<file path="config.mk">
export PLATFORM = sky130hd
export DESIGN_NAME = snake_game_ctrl
export DESIGN_NICKNAME = d
export VERILOG_FILES = /design/src/rtl/snake_pkg.sv /design/src/rtl/snake_key_debounce.sv /design/src/rtl/snake_game_ctrl.sv
export SDC_FILE = /design/constraint.sdc
export NUM_CORES = 1
export LEC_CHECK = 0
export CAP_MARGIN = 30
export CORE_AREA = 2 2 149 122
export CTS_CLUSTER_DIAMETER = 100
export DETAILED_ROUTE_END_ITERATION = 10
export DIE_AREA = 0 0 151 124
export PLACE_DENSITY = 0.56
export SLEW_MARGIN = 20
export SYNTH_ARGS = -nofsm -noshare
export SYNTH_HDL_FRONTEND = slang
export SYNTH_SLANG_ARGS = --single-unit
export TNS_END_PERCENT = 50
</file>
<file path="constraint.sdc">
create_clock -name clk -period 2.6 [get_ports clk]
set_input_delay 0.65 -clock clk [delete_from_list [all_inputs] [get_ports clk]]
set_output_delay 0.65 -clock clk [all_outputs]
set_load 0.01 [all_outputs]
</file>
<file path="src/rtl/snake_pkg.sv">
// snake_pkg: encodings, field bounds and helpers shared by the snake controller.
// Defining SNAKE_CTRL_PAUSE_EN adds the PAUSE state.
package snake_pkg;
  typedef enum logic [2:0] {
    ST_RESTART,
    ST_START,
    ST_PLAY,
    ST_DIE
`ifdef SNAKE_CTRL_PAUSE_EN
    , ST_PAUSE
`endif
  } state_t;
  localparam logic [1:0] GS_RESTART = 2'b00, GS_START = 2'b01, GS_PLAY = 2'b10, GS_DIE = 2'b11;
  localparam logic [5:0] X_MIN = 6'd1, X_MAX = 6'd38, Y_MIN = 6'd1, Y_MAX = 6'd28;
  localparam logic [5:0] FOOD_X0 = 6'd20, FOOD_Y0 = 6'd15;
  localparam logic [1:0] SPD_0 = 2'd3, SPD_1 = 2'd1, SPD_2 = 2'd2, SPD_3 = 2'd0;
  localparam logic [11:0] LFSR_SEED = 12'hACE;
  function automatic logic in_field(input logic [11:0] c);
    return c[5:0] >= X_MIN && c[5:0] <= X_MAX && c[11:6] >= Y_MIN && c[11:6] <= Y_MAX;
  endfunction
  function automatic logic [1:0] auto_speed(input logic [7:0] s);
    return s < 8'd3 ? SPD_0 : s < 8'd6 ? SPD_1 : s < 8'd9 ? SPD_2 : SPD_3;
  endfunction
endpackage

</file>
<file path="src/rtl/snake_key_debounce.sv">
// snake_key_debounce: synchronises the raw active-low key and emits a one-cycle pulse
// on each debounced falling edge.
module snake_key_debounce #(
  parameter int CYCLES = 500000
) (
  input  logic clk,
  input  logic rst_n,
  input  logic i_key_n,
  output logic o_press
);
  localparam int CW = $clog2(CYCLES + 1);
  logic [1:0]    r_sync;
  logic          r_stable;
  logic          r_press;
  logic [CW-1:0] r_cnt;
  always_ff @(posedge clk or negedge rst_n) begin
    if (!rst_n) begin
      r_sync   <= 2'b11;
      r_stable <= 1'b1;
      r_cnt    <= '0;
      r_press  <= 1'b0;
    end else begin
      r_sync  <= {r_sync[0], i_key_n};
      r_press <= 1'b0;
      if (r_sync[1] == r_stable) r_cnt <= '0;
      else if (r_cnt == CW'(CYCLES - 1)) begin
        r_cnt    <= '0;
        r_stable <= r_sync[1];
        r_press  <= r_stable;
      end else r_cnt <= r_cnt + 1'b1;
    end
  end
  assign o_press = r_press;
endmodule

</file>
<file path="src/rtl/snake_game_ctrl.sv">
// snake_game_ctrl: game sequencer for the snake datapath (status FSM, food LFSR, growth, speed, blink, score).
// Define SNAKE_CTRL_PAUSE_EN to let a press in PLAY pause and resume the game.
module snake_game_ctrl
  import snake_pkg::*;
#(
  parameter int DEBOUNCE_CYCLES = 500000,
  parameter int RESTART_CYCLES  = 4,
  parameter int ADD_HOLD        = 4,
  parameter int BLINK_CYCLES    = 12500000,
  parameter int BLINK_TOGGLES   = 6,
  parameter int MAX_ADDS        = 11
) (
  input  logic       clk,
  input  logic       rst_n,
  input  logic       i_key_start,
  input  logic [2:0] i_sw,
  input  logic [5:0] i_head_x,
  input  logic [5:0] i_head_y,
  input  logic       i_hit_wall,
  input  logic       i_hit_body,
  output logic [1:0] o_game_status,
  output logic       o_add_cube,
  output logic       o_snake_display,
  output logic [1:0] o_fact_status,
  output logic [5:0] o_food_x,
  output logic [5:0] o_food_y,
  output logic [7:0] o_score
);
  localparam int RW = $clog2(RESTART_CYCLES + 1);
  localparam int HW = $clog2(ADD_HOLD + 1);
  localparam int AW = $clog2(MAX_ADDS + 1);
  localparam int BW = $clog2(BLINK_CYCLES + 1);
  localparam int TW = $clog2(BLINK_TOGGLES + 1);
  state_t        r_state, w_next;
  logic          w_press, w_hit, w_eat, w_abort;
  logic [RW-1:0] r_rcnt;
  logic [11:0]   r_lfsr;
  logic          r_reroll;
  logic [5:0]    r_food_x, r_food_y;
  logic          r_add;
  logic [HW-1:0] r_hold;
  logic [AW-1:0] r_adds;
  logic [7:0]    r_score;
  logic [1:0]    r_fact;
  logic          r_disp;
  logic [BW-1:0] r_bcnt;
  logic [TW-1:0] r_tog;
  snake_key_debounce #(.CYCLES(DEBOUNCE_CYCLES)) u_deb (
    .clk    (clk),
    .rst_n  (rst_n),
    .i_key_n(i_key_start),
    .o_press(w_press)
  );
  assign w_hit = i_hit_wall | i_hit_body;
  // A hit in the same cycle as reaching the food takes precedence.
  assign w_eat = r_state == ST_PLAY && !w_hit && !r_add && !r_reroll &&
                 i_head_x == r_food_x && i_head_y == r_food_y;
  assign w_abort = r_state == ST_PLAY && w_next == ST_DIE;
  always_comb begin
    w_next = r_state;
    case (r_state)
      ST_RESTART: w_next = r_rcnt == RW'(RESTART_CYCLES - 1) ? ST_START : ST_RESTART;
      ST_START:   w_next = w_press ? ST_PLAY : ST_START;
`ifdef SNAKE_CTRL_PAUSE_EN
      ST_PLAY:    w_next = w_hit ? ST_DIE : w_press ? ST_PAUSE : ST_PLAY;
      ST_PAUSE:   w_next = w_press ? ST_PLAY : ST_PAUSE;
`else
      ST_PLAY:    w_next = w_hit ? ST_DIE : ST_PLAY;
`endif
      ST_DIE:     w_next = w_press ? ST_RESTART : ST_DIE;
      default:    w_next = ST_RESTART;
    endcase
  end
  always_ff @(posedge clk or negedge rst_n) begin
    if (!rst_n) begin
      r_state <= ST_RESTART;
      r_rcnt  <= '0;
    end else begin
      r_state <= w_next;
      r_rcnt  <= r_state == ST_RESTART ? r_rcnt + 1'b1 : '0;
    end
  end
  // Fibonacci LFSR, taps 12,11,10,4; candidates are tried every cycle until one lands in the field.
  always_ff @(posedge clk or negedge rst_n) begin
    if (!rst_n) begin
      r_lfsr   <= LFSR_SEED;
      r_reroll <= 1'b0;
      r_food_x <= FOOD_X0;
      r_food_y <= FOOD_Y0;
    end else begin
      r_lfsr <= {r_lfsr[10:0], r_lfsr[11] ^ r_lfsr[10] ^ r_lfsr[9] ^ r_lfsr[3]};
      if (w_eat) r_reroll <= 1'b1;
      else if (r_reroll && in_field(r_lfsr)) begin
        r_reroll <= 1'b0;
        r_food_x <= r_lfsr[5:0];
        r_food_y <= r_lfsr[11:6];
      end
    end
  end
  always_ff @(posedge clk or negedge rst_n) begin
    if (!rst_n) begin
      r_add   <= 1'b0;
      r_hold  <= '0;
      r_adds  <= '0;
      r_score <= '0;
    end else if (r_state == ST_RESTART) begin
      r_add   <= 1'b0;
      r_hold  <= '0;
      r_adds  <= '0;
      r_score <= '0;
    end else if (w_abort) begin
      r_add  <= 1'b0;
      r_hold <= '0;
    end else if (w_eat) begin
      r_score <= r_score + {7'd0, r_score != 8'hFF};
      if (r_adds < AW'(MAX_ADDS)) begin
        r_add  <= 1'b1;
        r_hold <= HW'(ADD_HOLD - 1);
        r_adds <= r_adds + 1'b1;
      end
    end else if (r_add) begin
      if (r_hold == '0) r_add <= 1'b0;
      else r_hold <= r_hold - 1'b1;
    end
  end
  always_ff @(posedge clk or negedge rst_n) begin
    if (!rst_n) r_fact <= SPD_0;
    else r_fact <= i_sw[2] ? auto_speed(r_score) : i_sw[1:0];
  end
  always_ff @(posedge clk or negedge rst_n) begin
    if (!rst_n) begin
      r_disp <= 1'b1;
      r_bcnt <= '0;
      r_tog  <= '0;
    end else if (r_state != ST_DIE) begin
      r_disp <= 1'b1;
      r_bcnt <= '0;
      r_tog  <= '0;
    end else if (r_tog != TW'(BLINK_TOGGLES)) begin
      if (r_bcnt == BW'(BLINK_CYCLES - 1)) begin
        r_bcnt <= '0;
        r_disp <= ~r_disp;
        r_tog  <= r_tog + 1'b1;
      end else r_bcnt <= r_bcnt + 1'b1;
    end
  end
  assign o_game_status   = r_state == ST_DIE ? GS_DIE : r_state == ST_PLAY ? GS_PLAY :
                           r_state == ST_RESTART ? GS_RESTART : GS_START;
  assign o_add_cube      = r_add;
  assign o_snake_display = r_disp;
  assign o_fact_status   = r_fact;
  assign o_food_x        = r_food_x;
  assign o_food_y        = r_food_y;
  assign o_score         = r_score;
endmodule
</file>
Word-level counts from Yosys, hierarchy flattened. Index checks and enable logic that the tools add are counted.

Add/sub/neg operators: 7. Order comparisons: 8. Bitwise operators: 7. Eq/ne operators: 16. Muxes and demuxes: 47. Reductions and logical operators: 27.

Operators by type and width (number): $mux W24 (3); $mux W19 (2); $mux W3 (10); $add A24 B1 Y24 const B (1); $eq A24 B24 Y1 const B (1); $mux W8 (3); $add A19 B1 Y19 const B (1); $eq A19 B19 Y1 const B (1); $mux W1 (16); $mux W2 (8); $mux W4 (4); $eq A3 B2 Y1 const B (4); $eq A6 B6 Y1 (2); $ge A6 B1 Y1 const B (2); $logic_and A1 B1 Y1 (10); $reduce_bool A2 Y1 (5); $add A8 B1 Y8 (1); $lt A8 B2 Y1 const B (1); $lt A8 B3 Y1 const B (1); $lt A8 B4 Y1 const B (1); $ne A8 B8 Y1 const B (1); $pmux W2 S4 (1); $reduce_and A2 Y1 (4); $add A3 B1 Y3 const B (2); 19 further kinds (27).

Bits in registers: 100. Logic and storage cells: 130.

Depth between registers and ports, before layout.
Depth after elaboration: 10. Mapped depth: 8.

By module. A second synthesis with hierarchy kept.

Cells, all modules: 483. Area, all modules: 5017.3 sq um.

By module, submodules not included: snake_game_ctrl (times used 1, sequential area each 1921.8 sq um, cells each 373, area an instance 3895.0 sq um); snake_key_debounce (times used 1, sequential area each 579.3 sq um, cells each 110, area an instance 1122.3 sq um).

Least setup slack after synthesis. Ideal clock, no wire load.

Kind: input to register. Start: input i_head_y[3]. End: register r_hold[2]. Buffers on the path: 0. Stages on the path: 5. Required time: 2480 ps. Library setup time: 120 ps. Slack: 675 ps. Data arrival time: 1806 ps. Cells stage by stage: xnor2_1 -> nand4_1 -> nor4_4 -> nand2_2 -> a31o_1.

Cells in the longest elaborated chain, start to end: 5. Elaborated cells between the ends (all ways): 9. Classes of those cells: eq/ne: 3; mux: 3; reduce/logical: 3.

Ends and longest elaborated chain: start, declared (RTL line snake_game_ctrl.sv:18) `input logic [5:0] i_head_y,`; $eq A6 B6 Y1 * (RTL line snake_game_ctrl.sv:57) `i_head_x == r_food_x && i_head_y == r_food_y;`; $logic_and A1 B1 Y1 * (RTL line snake_game_ctrl.sv:57); $mux W3 (RTL line snake_game_ctrl.sv:114) `end else if (w_eat) begin`; $mux W3 (RTL line snake_game_ctrl.sv:111) `end else if (w_abort) begin`; $mux W3 (RTL line snake_game_ctrl.sv:106) `end else if (r_state == ST_RESTART) begin`; end signal, assigned (RTL line snake_game_ctrl.sv:118) `r_hold <= HW'(ADD_HOLD - 1);`; end signal, assigned (RTL line snake_game_ctrl.sv:123) `else r_hold <= r_hold - 1'b1;`; end, declared (RTL line snake_game_ctrl.sv:41) `logic [HW-1:0] r_hold;`.

Every way passes the cells marked *; elsewhere a longest branch is shown, timed or not. A chain may end at the register's enable or synchronous reset.

Final worst setup path.
Start: register r_state[0]. End: output o_game_status[0].

Cells in the longest elaborated chain, start to end: 4. Elaborated cells between the ends (all ways): 6. Classes of those cells: eq/ne: 2; mux: 3; reduce/logical: 1.

Ends and longest elaborated chain: start, declared (RTL line snake_game_ctrl.sv:34) `state_t r_state, w_next;`; start signal, assigned (RTL line snake_game_ctrl.sv:79) `r_state <= w_next;`; $logic_not A3 Y1 (RTL line snake_game_ctrl.sv:148) `r_state == ST_RESTART ? GS_RESTART : GS_START;`; $mux W1 (RTL line snake_game_ctrl.sv:148); $mux W2 (RTL line snake_game_ctrl.sv:147) `assign o_game_status = r_state == ST_DIE ? GS_DIE : r_state == ST_PLAY ? GS_PLAY :`; $mux W2 * (RTL line snake_game_ctrl.sv:147); end, declared (RTL line snake_game_ctrl.sv:21) `output logic [1:0] o_game_status,`.

Marks and branches as above.

==> metrics.txt <==
Clock Skew=6.68 ps; flops & latches, synth=99; Period minus WS final=2180 ps; number of synthesized flops with an enable pin=0; VDD IR-drop max=247 µV; initial antenna violation count=0; asr flop ratio synth=100%; Post-Syn Instances=468; core box area=~17000 µm²; DRT Pass-1 Iters=5; final setup vio count=0; Pwr Density=508 nW/µm²; reg2reg setup slack=590 ps; Root Driver=clkbuf_16; Final Hold Vio Count=0; Tcrit/Tclk final=83.7%; # IOs=between 40 and 50; Final ANT Viol Nets=0; total gr overflow=0; Worst Path Arrival=between 1500 and 2000 ps; Worst setup EP type=output port; CP Max Fanout=11; R2R cell count=5; pin count of the biggest net entering global routing=100; share of the synthesized area in the top cell type=41.0%; unrepaired setup endpoints after global routing=false; # port buffers=between 40 and 50; Leak Pwr=2.42 nW; worst path cell trace=clkdlybuf4s50_1; top cells by count, synth=80 x dfrtp_1, 62 x nor2_1, 42 x xnor2_1; post-CTS setup buffer count=0; slowest CP cell=clkdlybuf4s50_1; Initial Util=28.5%; critical path required time=a little under 2000 ps; actual slew at the worst max-slew pin=617 ps; max cap viols=0; status=finished, final reports clean; setup TNS=0 ps; layout cells sized above 1=about 11%; top post-synthesis cells by area=dfrtp_1 41%, dfstp_2 10%, xnor2_1 7.5%; Slew headroom=58.9%; 1st-iter DRT viols=between 200 and 250; syn avg cell area=between 10 and 15 µm²; total chip power=approximately 3.0 mW; FF-to-FF End=u_deb.r_cnt[9]$_DFF_PN0_; predominant post-synthesis flop cell=dfrtp_1; RePlAce Congestion=approximately 0.76; fill cell count=1740; Reg area=around 2500 µm²; mapped cell area=between 4000 and 5000 µm²; Slew Viols, Final=0; die height=between 100 and 150 µm; CTS tree=built; hold crit path type=in2async; Mapped Nets=~500; f_max=~460 MHz; area leader, netlist=dfrtp_1; CP Buf/Inv Count=1; synth warn=0; CTS Buf Count=9; # H-tree levels=3; chip width=around 150 µm; clock latency on the worst-skew pair=350 ps; Total GRT Usage=11.9%; row cnt=43; # clock sinks=99; Seq/Total Area, Yosys=between 50 and 60%; RR Startpoint=u_deb.r_cnt[0]$_DFF_PN0_; final wirelength=between 10000 and 15000 µm; via count=about 3500; post-CTS sizing=0; die footprint=between 15000 and 20000 µm²; number of global-route vias before repair=~3600; diodes inserted=0; DR WL/cell=roughly 14 µm; area occupied by multi-input gates=2220 µm²; Worst path max stage delay=620 ps; synth unique cells=55; Max clock buf depth=2; most numerous cell in the Yosys netlist=dfrtp_1; CTS Hold Bufs=0; Final HPWL DP=between 6000 and 7000 µm; startpoint class of the critical path=flop; Setup CP Type=reg2out; Worst-path clk slew=approximately 70 ps; first-pass GRT wire length=~18000 µm; critical path's top delay family=buffers and inverters; drc violations=0; fin nets=549; Via density=~4.7; Layout area overhead=21.0%
## routing by layer
metal | vias up | wire [µm] | global-route usage [%]
met4 | 0 | 143 | 4.32
met2 | 70 | 4730 | 19.0
met5 | - | 0 | 0
met3 | 11 | 463 | 3.37
li1 | 1719 | - | -
met1 | 1728 | 4760 | 15.4
## layout make-up
type                       count  share of cell area [%]
tap                          225                    4.77
multi-input combinational    332                    37.5
timing repair buffer          53                    9.02
inverter                      20                    1.27
sequential                    99                    42.3
clock buffer                   9                    3.81
clock inverter                 7                    1.27
## where the power goes
group / leakage, nW / internal [mW] / switching (mW) / total (mW)
Clock: 0.151 / 0.754 / 0.597 / 1.35
Sequential: 1.24 / 1.55 / 0.00510 / 1.56
Combinational: 1.03 / 0.0422 / 0.0516 / 0.0938
Total: 2.42 / 2.35 / 0.654 / 3.00
## registers in the layout (all words and copies together) (netlist names)
name             count
r_lfsr              12
u_deb.r_sync         2
r_reroll             1
r_bcnt              24
r_tog                3
r_hold               3
u_deb.r_cnt         19
o_fact_status        2
r_adds               4
u_deb.r_stable       1
o_add_cube           1
r_rcnt               3
o_food_y             6
o_snake_display      1
r_state              2
o_food_x             6
o_score              8
u_deb.o_press        1
## worst max path at each step
stage / start / end / slack, ps / cells past startpoint
after floorplan: i_head_y[3] / r_hold[2]$_DFFE_PN0P_ / 670 / 5
after global placement: i_head_y[3] / r_hold[2]$_DFFE_PN0P_ / 150 / 7
after detailed placement: i_head_x[3] / r_hold[2]$_DFFE_PN0P_ / 100 / 7
after CTS: r_state[0]$_DFF_PN0_ / o_game_status[0] / 390 / 1
after global routing: u_deb.r_cnt[0]$_DFF_PN0_ / u_deb.r_cnt[12]$_DFF_PN0_ / 310 / 5
final: r_state[0]$_DFF_PN0_ / o_game_status[0] / 420 / 1
## per-stage QoR
| stage | instances | setup WS [ps] | utilization [%] | cell area, µm² | hold slack (ps) |
|---|---|---|---|---|---|
| 3_3_place_gp | 729 | 146 | 32.8 | 5610 | 356 |
| 4_1_cts | 745 | 393 | 34.5 | 5910 | 367 |
| 2_1_floorplan | 468 | 675 | - | 4880 | 345 |
| 3_5_place_dp | 729 | 103 | 32.8 | 5610 | 356 |
| 6_report | 745 | 423 | 34.5 | 5910 | 324 |
| 5_1_grt | 745 | 308 | 34.5 | 5910 | 371 |
## cells by family (layout without fill, tap and decap cells)
| group | Yosys count | after routing | synth area share [%] |
|---|---|---|---|
| adders and majority gates | 14 | 14 | 3.59 |
| muxes | 20 | 20 | 4.46 |
| and+or+nand+nor | 202 | 202 | 21.6 |
| AOI/OAI and AO/OA | 41 | 41 | 5.87 |
| DFF | 99 | 99 | 51.2 |
| buffers and inverters | 37 | 89 | 3.38 |
| xor gates and xnor gates | 55 | 55 | 9.87 |
## cell usage in the layout (no fill, tap or decap), types with 3 or more instances in the layout
cell type / synthesis / routed
dfrtp_1: 80 / 80
nor2_1: 62 / 62
clkdlybuf4s50_1: 0 / 44
xnor2_1: 42 / 42
nand2_1: 40 / 40
inv_1: 20 / 20
nand3_1: 20 / 20
dfstp_2: 19 / 19
nand4_1: 17 / 17
ha_1: 14 / 14
xor2_1: 13 / 13
nor3_1: 12 / 12
nor4_1: 11 / 11
mux2_1: 10 / 10
a21oi_1: 9 / 9
clkbuf_16: 0 / 9
buf_4: 3 / 7
nand2b_1: 6 / 6
a31oi_1: 6 / 6
mux2i_1: 6 / 6
and3_1: 5 / 5
o21ai_0: 5 / 5
mux2_2: 4 / 4
and4_1: 4 / 4
a41o_1: 4 / 4
nor4_2: 3 / 3
and2_1: 3 / 3
nor4b_1: 3 / 3
inv_6: 0 / 3
No activity file was read; power rests on OpenSTA's default activity.
